<file path="src/rtl/rca_slice_sequencer.sv">
// Sequencer that feeds one shared ripple-carry adder slice with successive operand slices,
// least significant first, holding the carry in a register between steps.
module rca_slice_sequencer #(
  parameter int unsigned WIDTH   = 8,
  parameter int unsigned SLICE_W = 2
) (
  input  logic               clk,
  input  logic               rst,
  input  logic               in_valid,
  output logic               in_ready,
  input  logic [WIDTH-1:0]   a,
  input  logic [WIDTH-1:0]   b,
  input  logic               cin,
  output logic               out_valid,
  input  logic               out_ready,
  output logic [WIDTH-1:0]   sum,
  output logic               cout,
  output logic               busy,
  output logic [SLICE_W-1:0] slice_a,
  output logic [SLICE_W-1:0] slice_b,
  output logic               slice_cin,
  input  logic [SLICE_W-1:0] slice_sum,
  input  logic               slice_cout
);

  localparam int unsigned STEPS = WIDTH / SLICE_W;
  localparam int unsigned IDX_W = (STEPS > 1) ? $clog2(STEPS) : 1;
  localparam logic [IDX_W-1:0] LastIdx = IDX_W'(STEPS - 1);

  typedef enum logic [1:0] {StIdle, StRun, StDone} state_e;

  state_e             r_state;
  logic [IDX_W-1:0]   r_idx;
  logic               r_carry;
  logic [WIDTH-1:0]   r_a;
  logic [WIDTH-1:0]   r_b;
  logic [WIDTH-1:0]   r_sum;
  logic               r_cout;

  always_ff @(posedge clk or posedge rst) begin
    if (rst) begin
      r_state <= StIdle;
      r_idx   <= '0;
      r_carry <= 1'b0;
      r_a     <= '0;
      r_b     <= '0;
      r_sum   <= '0;
      r_cout  <= 1'b0;
    end else begin
      unique case (r_state)
        StIdle: begin
          if (in_valid) begin
            r_a     <= a;
            r_b     <= b;
            r_carry <= cin;
            r_idx   <= '0;
            r_sum   <= '0;
            r_state <= StRun;
          end
        end
        StRun: begin
          r_sum[r_idx*SLICE_W +: SLICE_W] <= slice_sum;
          r_carry                         <= slice_cout;
          if (r_idx == LastIdx) begin
            r_cout  <= slice_cout;
            r_idx   <= '0;
            r_state <= StDone;
          end else begin
            r_idx <= r_idx + IDX_W'(1);
          end
        end
        StDone: begin
          if (out_ready) r_state <= StIdle;
        end
        default: r_state <= StIdle;
      endcase
    end
  end

  assign in_ready  = (r_state == StIdle);
  assign out_valid = (r_state == StDone);
  assign busy      = (r_state != StIdle);
  assign sum       = r_sum;
  assign cout      = r_cout;

  // The slice only sees operand bits while a step is in flight.
  always_comb begin
    slice_a   = '0;
    slice_b   = '0;
    slice_cin = 1'b0;
    if (r_state == StRun) begin
      slice_a   = r_a[r_idx*SLICE_W +: SLICE_W];
      slice_b   = r_b[r_idx*SLICE_W +: SLICE_W];
      slice_cin = r_carry;
    end
  end

endmodule

</file>
<file path="config.mk">
export PLATFORM = sky130hd
export DESIGN_NAME = rca_slice_sequencer
export DESIGN_NICKNAME = d
export VERILOG_FILES = /design/src/rtl/rca_slice_sequencer.sv
export SDC_FILE = /design/constraint.sdc
export NUM_CORES = 1
export LEC_CHECK = 0
export BUFFER_PORTS_ARGS = -buffer_cell sky130_fd_sc_hd__buf_4
export CAP_MARGIN = 25
export CELL_PAD_IN_SITES_DETAIL_PLACEMENT = 1
export CELL_PAD_IN_SITES_GLOBAL_PLACEMENT = 2
export CORE_UTILIZATION = 34
export DETAILED_ROUTE_END_ITERATION = 16
export PLACE_DENSITY = 0.89
export SYNTH_ARGS = -nofsm -noshare
export SYNTH_HDL_FRONTEND = slang
export SYNTH_SLANG_ARGS = --single-unit
export TNS_END_PERCENT = 1
</file>
<file path="constraint.sdc">
create_clock -name clk -period 2 [get_ports clk]
set_input_delay 0.1 -clock clk [delete_from_list [all_inputs] [get_ports clk]]
set_output_delay 0.1 -clock clk [all_outputs]
set_load 0.03 [all_outputs]
</file>
# Word-level counts from Yosys, hierarchy flattened
# Cells that the tools add are included.
# word_totals
reg_bits	30
in_bits	24
out_inout_bits	17
wordCells	41
# classes
add_sub_neg	2
n_eq_ne	6
shift	4
muxes	15
n_reduce_logical	7
# ops
op	n
negation 3 -> 34 bit	1
variable shift 2 x 34 -> 8 bit (first input constant)	1
indexed part select 2 x 34 -> 8 bit	1
one-hot mux 8 bit (2 select lines)	1
indexed part select 8 x 4 -> 2 bit	2
2-to-1 mux 2 bit	7
bitwise mux 8 bit	1
2-to-1 mux 8 bit	1
one-hot mux 2 bit (3 select lines)	1
AND reduction 2 bit	3
== test 2 bit (second input constant)	2
inequality test 2 bit (second input constant)	2
one-hot mux 2 bit (2 select lines)	1
nonzero test 2 bit	2
AND reduction 3 bit	1
adder 2 x 1 -> 2 bit (second input constant)	1
== test 2 x 1 -> 1 bit (second input constant)	1
zero test 2 bit	1
2-to-1 mux 1 bit	2
inequality test 2 x 1 -> 1 bit (second input constant)	1
one-hot mux 1 bit (2 select lines)	1

# Logic depth before layout (Yosys ltp)
# logic_depth
word_depth	4
ltp_mapped	6
depth_no_buf	5

# Least setup slack after synthesis
# OpenSTA, ideal clock, no wires.
# synth_path
path_kind	register to register
startpoint	register r_idx[0]
endpoint	register r_sum[4] (netlist: sum[4])
setup_ns	0.065
t_arrival_ns	1.446
required_ns	1.935
path_slack_ns	0.489
stages_incl_launch_ff	7
path_buffers	1
period_less_slack_ns	1.511
path_cell_list	dfrtp_1 buf_6 inv_1 ha_1 inv_1 nor4_1 a22o_2
# synth_between
elab_chain_len	4
elab_cells_between_ends	5
classes_between	1 x add/sub; 2 x shift; 2 x mux
# synth_rtl
item	line_no	text
from (decl)	33	logic [IDX_W-1:0] r_idx;
from (signal assigned)	69	r_idx <= r_idx + IDX_W'(1);
negation 3 -> 34 bit *	62	r_sum[r_idx*SLICE_W +: SLICE_W] <= slice_sum;
indexed part select 2 x 34 -> 8 bit / variable shift 2 x 34 -> 8 bit (equally long branches)	62	
bitwise mux 8 bit *	62	
one-hot mux 8 bit (2 select lines) *	50	unique case (r_state)
to (signal, indexed assignment)	62	
to (decl)	37	logic [WIDTH-1:0] r_sum;
# Every way passes the cells marked *; elsewhere a longest branch is shown, timed or not.
# A chain may end at the register's enable or synchronous reset.

# Worst setup path after layout
# layout_path
startpoint	register r_idx[0]
endpoint	output port slice_a[1]
# layout_between
elab_chain_len	2
# layout_rtl
item	line_no	text
indexed part select 8 x 4 -> 2 bit	92	slice_a = r_a[r_idx*SLICE_W +: SLICE_W];
2-to-1 mux 2 bit	91	if (r_state == StRun) begin
to (decl)	19	output logic [SLICE_W-1:0] slice_a,
# No other way between the ends.

==> impl_results.html <==
<table>
<tr><th>Metric</th><th>Value</th></tr>
<tr><th colspan="2">Cells and area</th></tr>
<tr><td>Finished layout cell area</td><td>1960 sq um</td></tr>
<tr><td>Area growth from synthesis to final layout</td><td>31.5%</td></tr>
<tr><td>Non-Filler Instances</td><td>204</td></tr>
<tr><td>Most common library cell in the layout ignoring fill and taps</td><td>buf_4</td></tr>
<tr><td>Share of layout cells above drive strength 1</td><td>52.6%</td></tr>
<tr><td>Commonest cells after routing, fill and taps aside</td><td>buf_4 (42), dfrtp_1 (30), mux2_2 (17)</td></tr>
<tr><td>Core occupancy in the finished layout</td><td>47.6%</td></tr>
<tr><td>Number of filler instances in the final layout</td><td>455</td></tr>
<tr><td>Diode count</td><td>0</td></tr>
<tr><td>Net count of the finished layout</td><td>183</td></tr>
<tr><th colspan="2">Setup path</th></tr>
<tr><td>Type of origin of the critical path</td><td>flip-flop</td></tr>
<tr><td>Crit Path Class</td><td>reg -&gt; out</td></tr>
<tr><td>List of cells traversed by the critical path</td><td>mux4_1 &gt; and2_2 &gt; buf_4</td></tr>
<tr><td>Endpoint of the most critical register-to-register path</td><td>sum[2]</td></tr>
<tr><td>Cell count of the worst reg-to-reg path</td><td>5</td></tr>
<tr><td>Data required time of the critical path</td><td>1.90 ns</td></tr>
<tr><td>Critical Path Slowest Stage Cell</td><td>mux4_1</td></tr>
<tr><td>Start of the worst register-to-register path</td><td>r_idx[1]</td></tr>
<tr><td>CP Data Arrival Time</td><td>1.72 ns</td></tr>
<tr><td>CP max stage delay</td><td>0.58 ns</td></tr>
<tr><td>Endpoint of the most critical setup path</td><td>slice_a[1]</td></tr>
<tr><td>Critical Path Fanout Max</td><td>6</td></tr>
<tr><td>Register-to-Register Setup Slack</td><td>0.25 ns</td></tr>
<tr><td>Combined buffer and inverter count along the critical path</td><td>1</td></tr>
<tr><td>Endpoint kind of the worst setup timing path</td><td>primary output</td></tr>
<tr><td>Category of cells accounting for the largest share of critical-path delay</td><td>multiplexers</td></tr>
<tr><td>Critical path launch point</td><td>r_idx[0]</td></tr>
<tr><td>Crit path depth</td><td>3</td></tr>
<tr><th colspan="2">Logic synthesis</th></tr>
<tr><td>Number of warning messages in the yosys log</td><td>0</td></tr>
<tr><td>Synthesized instance count</td><td>106</td></tr>
<tr><td>Register bit total from synthesis</td><td>30</td></tr>
<tr><td>Count of flip-flops with a built-in enable after synthesis</td><td>0</td></tr>
<tr><td>Main flop type after synthesis</td><td>dfrtp_1</td></tr>
<tr><td>Share of async-settable or async-resettable flops after synthesis</td><td>100%</td></tr>
<tr><td>Seq/Total Area, Yosys</td><td>50.4%</td></tr>
<tr><td>Synthesized area per cell</td><td>14.0 sq um</td></tr>
<tr><td>Count of distinct cell types in the synthesized netlist</td><td>29</td></tr>
<tr><td>Syn Nets</td><td>136</td></tr>
<tr><td>Post-Syn Area</td><td>1490 sq um</td></tr>
<tr><th colspan="2">CTS</th></tr>
<tr><td>Number of buffers added to fix hold violations after cts</td><td>1</td></tr>
<tr><td>Number of buffers added for setup after CTS</td><td>0</td></tr>
<tr><td>Root Driver</td><td>clkbuf_8</td></tr>
<tr><td>TritonCTS Buffers</td><td>5</td></tr>
<tr><td>Number of buffers on the longest clock path</td><td>2</td></tr>
<tr><td>Total number of clock tree sinks</td><td>30</td></tr>
<tr><td>TritonCTS clock tree</td><td>done</td></tr>
<tr><td>Htree depth</td><td>2</td></tr>
<tr><td>Insertion delay of the later-clocked pin in the worst-skew pair</td><td>0.28 ns</td></tr>
<tr><td>Clock transition at path regs</td><td>0.06 ns</td></tr>
<tr><td>Post_cts resized</td><td>0</td></tr>
<tr><th colspan="2">Timing</th></tr>
<tr><td>Slew Viols, Final</td><td>0</td></tr>
<tr><td>Slew of the pin with the lowest slew margin</td><td>0.382 ns</td></tr>
<tr><td>Final setup skew</td><td>0.00490 ns</td></tr>
<tr><td>Setup repair after global routing missed its margin</td><td>false</td></tr>
<tr><td>Post-route clock period utilization</td><td>91.1%</td></tr>
<tr><td>Final setup TNS</td><td>0 ns</td></tr>
<tr><td>Time the worst path needs with I/O delays and setup</td><td>1.82 ns</td></tr>
<tr><td>Final count of negative-setup-slack endpoints</td><td>0</td></tr>
<tr><td>Number of endpoints with negative hold slack in the final report</td><td>0</td></tr>
<tr><td>Worst rel slew slack</td><td>74.3%</td></tr>
<tr><td>Worst hold margin</td><td>0.0218 ns</td></tr>
<tr><td>Timing-limited maximum frequency</td><td>549 MHz</td></tr>
<tr><th colspan="2">Drt</th></tr>
<tr><td>Final antenna-violating net count</td><td>0</td></tr>
<tr><td>Final routed DRC violation total</td><td>0</td></tr>
<tr><td>Via total after detailed routing</td><td>1016</td></tr>
<tr><td>M1 WL</td><td>1390 um</td></tr>
<tr><td>Violation count after the first detailed-route iteration</td><td>26</td></tr>
<tr><td>Total length of routed met3 wires</td><td>167 um</td></tr>
<tr><td>Post-Route WL</td><td>3260 um</td></tr>
<tr><td>Number of vias per cell</td><td>4.98</td></tr>
<tr><td>Highest signal layer in the routed design</td><td>met4</td></tr>
<tr><td>Pre-antenna DRT Iters</td><td>3</td></tr>
<tr><td>DR WL/cell</td><td>16.0 um</td></tr>
<tr><td>Detailed route wirelength on metal2</td><td>1640 um</td></tr>
<tr><th colspan="2">Status</th></tr>
<tr><td>Result of the run</td><td>complete, no violations</td></tr>
<tr><th colspan="2">Hold path</th></tr>
<tr><td>Hold Path Depth</td><td>2</td></tr>
<tr><td>Min-delay worst type</td><td>in -&gt; reg</td></tr>
<tr><th colspan="2">Floorplan</th></tr>
<tr><td>Die height</td><td>68.2 um</td></tr>
<tr><td>Die footprint</td><td>4650 sq um</td></tr>
<tr><td>Die Wd</td><td>68.2 um</td></tr>
<tr><td>FP Rows</td><td>23</td></tr>
<tr><td>Starting density of the core</td><td>36.2%</td></tr>
<tr><td>Ports</td><td>41</td></tr>
<tr><td>Area inside the core boundary</td><td>4120 sq um</td></tr>
<tr><th colspan="2">Global routing</th></tr>
<tr><td>Global route overflow</td><td>0</td></tr>
<tr><td>Number of global-route vias before repair</td><td>1143</td></tr>
<tr><td>Global-route total usage across every layer</td><td>16.1%</td></tr>
<tr><td>Number of antenna violations at the first check in global routing</td><td>0</td></tr>
<tr><td>Pin count of the biggest net entering global routing</td><td>31</td></tr>
<tr><td>First-pass GRT wire length</td><td>5310 um</td></tr>
<tr><th colspan="2">Placement</th></tr>
<tr><td>PortBufs</td><td>40</td></tr>
<tr><td>Routability-driven placement congestion ratio</td><td>0.870</td></tr>
<tr><td>Total placed instance area</td><td>1840 sq um</td></tr>
<tr><td>HPWL Detailed</td><td>2490 um</td></tr>
<tr><td>Number of cells in the design after placement</td><td>195</td></tr>
<tr><th colspan="2">Pwr</th></tr>
<tr><td>Total power per unit cell area</td><td>1720 nW/um^2</td></tr>
<tr><td>Leakage power</td><td>0.000933 uW</td></tr>
<tr><td>Worst VDD drop</td><td>0.000764 V</td></tr>
<tr><th colspan="2">Flow run</th></tr>
<tr><td>Max_cap viols</td><td>0</td></tr>
</table>
[layer usage]
metal / vias to the layer above / track usage (%)
li1: 479 / -
met1: 497 / 18.5
met2: 34 / 27.1
met3: 6 / 5.33
met4: 0 / 7.03
met5: - / 0
[synthesized netlist by cell type, types with 2 or more instances]
master,n,area (sq um)
nor4_1,2,12.5
and2_2,6,45.0
a21oi_1,3,15.0
ha_1,6,75.1
inv_1,6,22.5
a22o_2,2,20.0
nand2_1,3,11.3
dfrtp_1,30,751
a22o_1,4,35.0
mux4_1,4,105
buf_6,4,45.0
nand2b_1,2,12.5
a32o_1,2,20.0
mux2_2,17,191
[flip-flops by register name (all words and copies together) (netlist names)]
signal   count
r_b          8
r_idx        2
r_carry      1
sum          8
r_a          8
cout         1
r_state      2
[per-stage QoR]
step | setup WS (ns) | total power, uW
3_3_place_gp | 0.402 | 2730
2_1_floorplan | 0.489 | 2300
4_1_cts | 0.152 | 3430
6_report | 0.178 | 3370
3_5_place_dp | 0.262 | 2820
5_1_grt | 0.0902 | 3590
[cell families after synthesis]
family          share of synthesized area, %
fa+ha+maj                               5.04
buf+inv                                 4.54
compound gates                          9.08
flops                                   50.4
mux                                     19.9
simple gates                            11.0
[worst min-delay path by stage]
| stage | start | endpoint | slack (ns) |
|---|---|---|---|
| floorplan | rst | cout | 0.19 |
| global placement | rst | cout | 0.20 |
| detailed placement | rst | r_a[4] | 0.21 |
| CTS | out_ready | r_state[1] | 0.01 |
| global route | out_ready | r_state[1] | 0.03 |
| finish | out_ready | r_state[1] | 0.02 |
[layout make-up]
cell class	instances	area, sq um	share of cell area, %
tap	50	62.6	3.19
clock buffer	7	76.3	3.90
inverter	6	22.5	1.15
clock inverter	1	30.0	1.53
sequential	30	751	38.3
timing repair buffer	44	345	17.6
multi-input combinational	66	671	34.2
[where the power goes]
part	internal (uW)	switching [uW]	leakage, uW	total [uW]
clock	372	218	0.0000524	591
sequential	881	204	0.000371	1080
combinational	824	872	0.000509	1700
total	2080	1290	0.000933	3370
[worst reg2reg max path: stages (launching register included)]
cell     delay (ns)
dfrtp_1        0.52
inv_1          0.14
ha_1           0.35
inv_1          0.09
nor4_1         0.38
a22o_1         0.20
(Power assumes the default switching activity.)
